### config.mk
export PLATFORM = sky130hd
export DESIGN_NAME = debug_monitor
export DESIGN_NICKNAME = d
export VERILOG_FILES = /design/src/rtl/gat_debug_pkg.sv /design/src/rtl/sat_counter.sv /design/src/rtl/debug_monitor.sv
export SDC_FILE = /design/constraint.sdc
export NUM_CORES = 1
export LEC_CHECK = 0
export BUFFER_PORTS_ARGS = -buffer_cell sky130_fd_sc_hd__buf_2
export CAP_MARGIN = 40
export CELL_PAD_IN_SITES_DETAIL_PLACEMENT = 0
export CELL_PAD_IN_SITES_GLOBAL_PLACEMENT = 1
export CORE_UTILIZATION = 48
export DETAILED_ROUTE_END_ITERATION = 10
export PLACE_DENSITY_LB_ADDON = 0.08
export REMOVE_ABC_BUFFERS = 1
export SLEW_MARGIN = 20
export SYNTH_ARGS = -nofsm -noshare
export SYNTH_HDL_FRONTEND = slang
export SYNTH_SLANG_ARGS = --single-unit
### constraint.sdc
create_clock -name clk -period 3 [get_ports clk]
set_input_delay 0.15 -clock clk [delete_from_list [all_inputs] [get_ports clk]]
set_output_delay 0.15 -clock clk [all_outputs]
set_load 0.03 [all_outputs]
### src/rtl/gat_debug_pkg.sv
// ============================================================================
// Module      : gat_debug_pkg
// Description : Shared FSM state encoding and read-map addresses for the
//               pipeline debug monitor.
// Revision    : 1.0 - initial release
// ============================================================================
`default_nettype none

package gat_debug_pkg;

    typedef enum logic [1:0] {
        c_st_idle = 2'd0,
        c_st_run  = 2'd1,
        c_st_done = 2'd2
    } state_e;

    localparam logic [7:0] c_addr_id       = 8'h00;
    localparam logic [7:0] c_addr_status   = 8'h01;
    localparam logic [7:0] c_addr_run      = 8'h02;
    localparam logic [7:0] c_addr_cap      = 8'h03;
    localparam logic [7:0] c_addr_hit      = 8'h04;
    localparam logic [7:0] c_addr_vld_base = 8'h10;
    localparam logic [7:0] c_addr_rdy_base = 8'h20;

endpackage

`default_nettype wire

### src/rtl/sat_counter.sv
// ============================================================================
// Module      : sat_counter
// Description : Saturating event counter with synchronous clear; also
//               presents its value fitted to a 32-bit read word.
// Revision    : 1.0 - initial release
// ============================================================================
`default_nettype none

module sat_counter #(
    parameter int CNT_W = 32
) (
    input  logic        clk,
    input  logic        rst_n,
    input  logic        clr,
    input  logic        inc,
    output logic [31:0] o_cnt32
);

    logic [CNT_W-1:0] r_cnt;

    always_ff @(posedge clk or negedge rst_n) begin
        if (!rst_n) begin
            r_cnt <= '0;
        end else if (clr) begin
            r_cnt <= '0;
        end else if (inc && (r_cnt != '1)) begin
            r_cnt <= r_cnt + CNT_W'(1);
        end
    end

    generate
        if (CNT_W >= 32) begin : g_trunc
            assign o_cnt32 = r_cnt[31:0];
        end else begin : g_ext
            assign o_cnt32 = {{(32-CNT_W){1'b0}}, r_cnt};
        end
    endgenerate

endmodule

`default_nettype wire

### src/rtl/debug_monitor.sv
// ============================================================================
// Module      : debug_monitor
// Description : Pipeline handshake monitor with run-window timing, probe
//               address trigger/capture and a registered read port.
// Revision    : 1.0 - initial release
// ============================================================================
`default_nettype none

module debug_monitor
    import gat_debug_pkg::*;
#(
    parameter int          NUM_STAGES = 4,
    parameter int          CNT_W      = 32,
    parameter int          PROBE_W    = 12,
    parameter int          ADDR_W     = 16,
    parameter logic [31:0] ID_VAL     = 32'h0137_1A3C
) (
    input  logic                  clk,
    input  logic                  rst_n,
    input  logic                  clr_i,
    input  logic [NUM_STAGES-1:0] stage_vld_i,
    input  logic [NUM_STAGES-1:0] stage_rdy_i,
    input  logic                  probe_en_i,
    input  logic [ADDR_W-1:0]     probe_addr_i,
    input  logic [PROBE_W-1:0]    probe_data_i,
    input  logic [ADDR_W-1:0]     trig_addr_i,
    input  logic                  rd_en_i,
    input  logic [7:0]            rd_addr_i,
    output logic [31:0]           rd_data_o,
    output logic                  rd_vld_o,
    output logic [1:0]            state_o
);

    state_e                r_state;
    state_e                w_state_nxt;
    logic [NUM_STAGES-1:0] r_vld_seen;
    logic [NUM_STAGES-1:0] r_rdy_seen;
    logic                  r_cap_vld;
    logic [31:0]           r_cap_data;
    logic [31:0]           w_probe32;
    logic                  w_hit;
    logic [31:0]           w_run_cnt;
    logic [31:0]           w_hit_cnt;
    logic [31:0]           w_vld_cnt [NUM_STAGES];
    logic [31:0]           w_rdy_cnt [NUM_STAGES];
    logic [31:0]           w_rd_mux;

    assign w_hit   = probe_en_i && (probe_addr_i == trig_addr_i);
    assign state_o = r_state;

    // clr_i overrides every transition, including the IDLE->RUN start
    always_comb begin
        w_state_nxt = r_state;
        if (clr_i) begin
            w_state_nxt = c_st_idle;
        end else begin
            case (r_state)
                c_st_idle: if (stage_vld_i[0])            w_state_nxt = c_st_run;
                c_st_run:  if (stage_rdy_i[NUM_STAGES-1]) w_state_nxt = c_st_done;
                c_st_done: w_state_nxt = c_st_done;
                default:   w_state_nxt = c_st_idle;
            endcase
        end
    end

    always_ff @(posedge clk or negedge rst_n) begin
        if (!rst_n) begin
            r_state    <= c_st_idle;
            r_vld_seen <= '0;
            r_rdy_seen <= '0;
            r_cap_vld  <= 1'b0;
            r_cap_data <= '0;
        end else begin
            r_state <= w_state_nxt;
            if (clr_i) begin
                r_vld_seen <= '0;
                r_rdy_seen <= '0;
                r_cap_vld  <= 1'b0;
                r_cap_data <= '0;
            end else begin
                r_vld_seen <= r_vld_seen | stage_vld_i;
                r_rdy_seen <= r_rdy_seen | stage_rdy_i;
                if (w_hit && !r_cap_vld) begin
                    r_cap_vld  <= 1'b1;
                    r_cap_data <= w_probe32;
                end
            end
        end
    end

    generate
        if (PROBE_W >= 32) begin : g_probe_trunc
            assign w_probe32 = probe_data_i[31:0];
        end else begin : g_probe_ext
            assign w_probe32 = {{(32-PROBE_W){1'b0}}, probe_data_i};
        end

        for (genvar k = 0; k < NUM_STAGES; k++) begin : g_stage
            sat_counter #(.CNT_W(CNT_W)) u_vld_cnt (
                .clk     (clk),
                .rst_n   (rst_n),
                .clr     (clr_i),
                .inc     (stage_vld_i[k]),
                .o_cnt32 (w_vld_cnt[k])
            );
            sat_counter #(.CNT_W(CNT_W)) u_rdy_cnt (
                .clk     (clk),
                .rst_n   (rst_n),
                .clr     (clr_i),
                .inc     (stage_rdy_i[k]),
                .o_cnt32 (w_rdy_cnt[k])
            );
        end
    endgenerate

    sat_counter #(.CNT_W(CNT_W)) u_run_cnt (
        .clk     (clk),
        .rst_n   (rst_n),
        .clr     (clr_i),
        .inc     (r_state == c_st_run),
        .o_cnt32 (w_run_cnt)
    );

    sat_counter #(.CNT_W(CNT_W)) u_hit_cnt (
        .clk     (clk),
        .rst_n   (rst_n),
        .clr     (clr_i),
        .inc     (w_hit),
        .o_cnt32 (w_hit_cnt)
    );

    // Mux only looks at registered state, so a read sees pre-event values
    always_comb begin
        w_rd_mux = '0;
        case (rd_addr_i)
            c_addr_id:     w_rd_mux = ID_VAL;
            c_addr_status: w_rd_mux = 32'({r_cap_vld, r_state, r_vld_seen, r_rdy_seen});
            c_addr_run:    w_rd_mux = w_run_cnt;
            c_addr_cap:    w_rd_mux = r_cap_data;
            c_addr_hit:    w_rd_mux = w_hit_cnt;
            default:       w_rd_mux = '0;
        endcase
        for (int k = 0; k < NUM_STAGES; k++) begin
            if (rd_addr_i == (c_addr_vld_base + 8'(k))) w_rd_mux = w_vld_cnt[k];
            if (rd_addr_i == (c_addr_rdy_base + 8'(k))) w_rd_mux = w_rdy_cnt[k];
        end
    end

    always_ff @(posedge clk or negedge rst_n) begin
        if (!rst_n) begin
            rd_data_o <= '0;
            rd_vld_o  <= 1'b0;
        end else begin
            rd_vld_o <= rd_en_i;
            if (rd_en_i) begin
                rd_data_o <= w_rd_mux;
            end
        end
    end

endmodule

`default_nettype wire
==> impl_metrics.env <==
export IMPL_status="finished with violations"
export IMPL_violations="hold timing"
export IMPL_timing_hold_ws_ps=-11.1
export IMPL_reg2reg_setup_slack_ps=290
export IMPL_cts_resized=0
export IMPL_grtUsageTotal=0.339
export IMPL_clkSinkCount=376
export IMPL_synth_area_per_cell_um2=8.66
export IMPL_p_sw_frac=0.251
export IMPL_cts_made_buffers=44
export IMPL_synth_compound_area_frac=0.151
export IMPL_cp_arrival_ps=3150
export IMPL_synth_edf_count=0
export IMPL_antenna_found_initial=3
export IMPL_grt_pass1_wl_um=122000
export IMPL_min_path_type="primary input to flop"
export IMPL_clock_fmax_mhz=368
export IMPL_layout_nets=2751
export IMPL_syn_area_mm2=0.0221
export IMPL_core_rowCount=78
export IMPL_clock_power_share=0.478
export IMPL_p_leak_nw=10.1
export IMPL_worst_slack_ps=285
export IMPL_synthAdderAreaFrac=0.00737
export IMPL_clock_latency_ps=600
export IMPL_required_ps=3430
export IMPL_grt_max_degree=103
export IMPL_start_kind="flop"
export IMPL_die_w_um=216
export IMPL_drive_gt1_frac=0.113
export IMPL_synthMuxAreaShare=0.0164
export IMPL_grt_pass1_vias=19692
export IMPL_port_buffers=99
export IMPL_fin_util=0.560
export IMPL_synth_ff_type="dfrtp_1"
export IMPL_fin_crit_ps=2710
export IMPL_cts_setup_buffers=0
export IMPL_worst_pin_slew_ps=951
export IMPL_synth_cells=2547
export IMPL_place_gp_congestion=1.01
export IMPL_area_growth_pct=15.1
export IMPL_ant_nets=0
export IMPL_pwr_share_seq=0.444
export IMPL_post_dp_hpwl_um=59100
export IMPL_synthSimpleGateAreaFrac=0.272
export IMPL_synth_seq_cells=376
export IMPL_cts_root_buf="clkbuf_16"
export IMPL_critical_path_class="flop to flop"
export IMPL_synthDistinctLibCells=75
export IMPL_p_comb_frac=0.078
export IMPL_wire_per_inst_um=23.9
export IMPL_finClkSkew_ps=29.9
export IMPL_intPower_w=0.00887
export IMPL_p_per_area_mw_per_mm2=466
export IMPL_vias=20956
export IMPL_core_area_mm2=0.0454
export IMPL_hold_violations=3
export IMPL_synth_top_family_by_area="simple AND/OR/NAND/NOR gates"
export IMPL_setup_viol=0
export IMPL_clockBufferDepth=3
export IMPL_finalCritPeriodShare=0.905
export IMPL_yosysSeqAreaShare=0.426
export IMPL_rsz0062_at_grt="no"
export IMPL_overflow=0
export IMPL_final_cells=3310
export IMPL_dp_slack_ps=177
export IMPL_h_tree_depth=2
export IMPL_drtIter0Drc=2479
export IMPL_drc=0
export IMPL_slew_headroom=0.366
export IMPL_crit_path_end_kind="flop"
export IMPL_design_die_area_mm2=0.0468
export IMPL_finalMaxSlewViolations=0
export IMPL_power_w=0.0118
export IMPL_die_y_um=216
export IMPL_start_util=0.486
export IMPL_cts_tree="built"
export IMPL_first_pass_iters=6
export IMPL_p_switching_w=0.00297
export IMPL_irDropWorstVdd_uv=500
export IMPL_io_pins=100
export IMPL_clkTransAtPathRegs_ps=60
export IMPL_via_per_inst=6.33
export IMPL_fill_cells=4225
export IMPL_tns_ps=0
export IMPL_maxCapViolations=0
export IMPL_synthArstFlopShare=1.00
export IMPL_placed_cells=3206
export IMPL_routed_wl_um=79200
export IMPL_synth_xor_area_frac=0.0949
export IMPL_crit_fanout=26
export IMPL_ys_warnings_count=0
-- flip-flops by register name (all words and copies together) (netlist names) --
name / cells
g_stage.u_rdy_cnt.o_cnt32: 128
g_stage.u_vld_cnt.o_cnt32: 128
r_cap_data: 12
r_cap_vld: 1
r_rdy_seen: 4
r_vld_seen: 4
rd_data_o: 32
rd_vld_o: 1
state_o: 2
u_hit_cnt.o_cnt32: 32
u_run_cnt.o_cnt32: 32
-- cell families after synthesis --
| kind of cell | count (synthesis) |
|---|---|
| AO/OA/AOI/OAI | 523 |
| buffers and inverters | 178 |
| XOR/XNOR | 239 |
| AND/OR/NAND/NOR | 1184 |
| multiplexers | 34 |
| flip-flops | 376 |
| adder cells (fa/ha/maj) | 13 |
-- cells in the final DEF (no fill, tap or decap), types with 33 or more instances in the layout --
cell type and count:
and4_1 45, clkbuf_16 46, o21ai_0 122, buf_2 97, nor3_1 73, buf_4 86, nand3_1 146, a221oi_1 33
dfrtp_1 376, or3_1 81, nand2_1 164, inv_1 43, and3_1 53, a21oi_1 145, nand4_1 107, o22ai_1 40
nor2_1 391, xnor2_1 112, xor2_1 127, a22oi_1 62
-- power groups by stage --
| stage | Sequential [W] | Combinational, W | Clock [W] |
|---|---|---|---|
| floorplan | 0.00538 | 0.000320 | 0 |
| global placement | 0.00534 | 0.000886 | 0 |
| detailed placement | 0.00535 | 0.000903 | 0 |
| CTS | 0.00526 | 0.000926 | 0.00573 |
| global route | 0.00526 | 0.00102 | 0.00593 |
| finish | 0.00526 | 0.000924 | 0.00566 |
-- timing repair --
| item | 4_1_cts | 5_1_grt |
|---|---|---|
| endpoints found under the setup margin | 0 | 0 |
| hold buffers | 21 | 0 |
| endpoints found under the hold margin | 120 | 0 |
-- worst paths after layout --
check,endpoint,depth (start not counted),from
min in group asynchronous,rd_data_o[23],2,rst_n
max in group asynchronous,g_stage[1].u_vld_cnt.o_cnt32[30],3,rst_n
worst min-delay path,g_stage[3].u_rdy_cnt.o_cnt32[10],2,clr_i
worst min register to register,r_vld_seen[0],2,r_vld_seen[0]
worst max-delay path,u_hit_cnt.o_cnt32[19],7,u_hit_cnt.o_cnt32[18]
worst max register to register,u_hit_cnt.o_cnt32[19],7,u_hit_cnt.o_cnt32[18]
-- stage by stage --
step	hold WS [ps]	area [um2]
after floorplan	-146	21500
after global placement	302	23700
after detailed placement	303	23700
after CTS	15.7	25400
after global routing	53.8	25400
final	-11.1	25400
-- metal layers --
| metal | share of wire | track usage |
|---|---|---|
| met1 | 0.43 | 0.476 |
| met2 | 0.45 | 0.519 |
| met3 | 0.076 | 0.0575 |
| met4 | 0.042 | 0.137 |
| met5 | 0 | 0 |
-- final cells by class --
type / count / area (um2) / share of cell area
well taps: 600 / 751 / 0.0296
clock inverters: 6 / 116 / 0.00458
clock buffers: 75 / 1400 / 0.0551
diodes: 2 / 5.00 / 0.000197
repair buffers: 214 / 1530 / 0.0603
multi-input cells: 1993 / 12000 / 0.473
flip-flops and latches: 376 / 9410 / 0.370
inverters: 44 / 165 / 0.00650
-- cell usage after synthesis (5+ instances only) --
library cell | number | area share
nor2_1 | 391 | 0.067
dfrtp_1 | 376 | 0.43
nand2_1 | 164 | 0.028
nand3_1 | 146 | 0.033
a21oi_1 | 145 | 0.033
xor2_1 | 127 | 0.050
o21ai_0 | 122 | 0.028
clkbuf_1 | 120 | 0.020
xnor2_1 | 112 | 0.044
nand4_1 | 107 | 0.030
or3_1 | 81 | 0.023
nor3_1 | 73 | 0.017
a22oi_1 | 62 | 0.021
and3_1 | 53 | 0.015
and4_1 | 45 | 0.018
inv_1 | 43 | 0.0073
o22ai_1 | 40 | 0.011
a221oi_1 | 33 | 0.013
nor4_1 | 27 | 0.0077
mux2i_1 | 25 | 0.011
and2_1 | 19 | 0.0054
or4_1 | 18 | 0.0061
o31ai_1 | 16 | 0.0054
a21oi_2 | 13 | 0.0052
ha_1 | 13 | 0.0074
nor4b_1 | 12 | 0.0048
a21o_1 | 11 | 0.0037
o21ai_1 | 9 | 0.0020
a31oi_1 | 8 | 0.0023
nor2b_1 | 8 | 0.0023
a211oi_1 | 7 | 0.0024
mux2_2 | 7 | 0.0036
nor3b_1 | 7 | 0.0024
a221o_1 | 6 | 0.0027
buf_1 | 6 | 0.0010
buf_2 | 6 | 0.0014
nand2b_1 | 6 | 0.0017
o211a_1 | 6 | 0.0027
o211ai_1 | 6 | 0.0020
o221ai_1 | 6 | 0.0024
or2_2 | 5 | 0.0014
or4b_2 | 5 | 0.0023
-- worst max-delay path, cell delays in order (launching register included) --
cell	delay, ps
dfrtp_1	450
nand3_2	130
or4_1	640
or4_4	610
o2111ai_4	200
buf_4	300
or4_1	180
a21oi_2	50
Power figures use the tool's default switching activity.
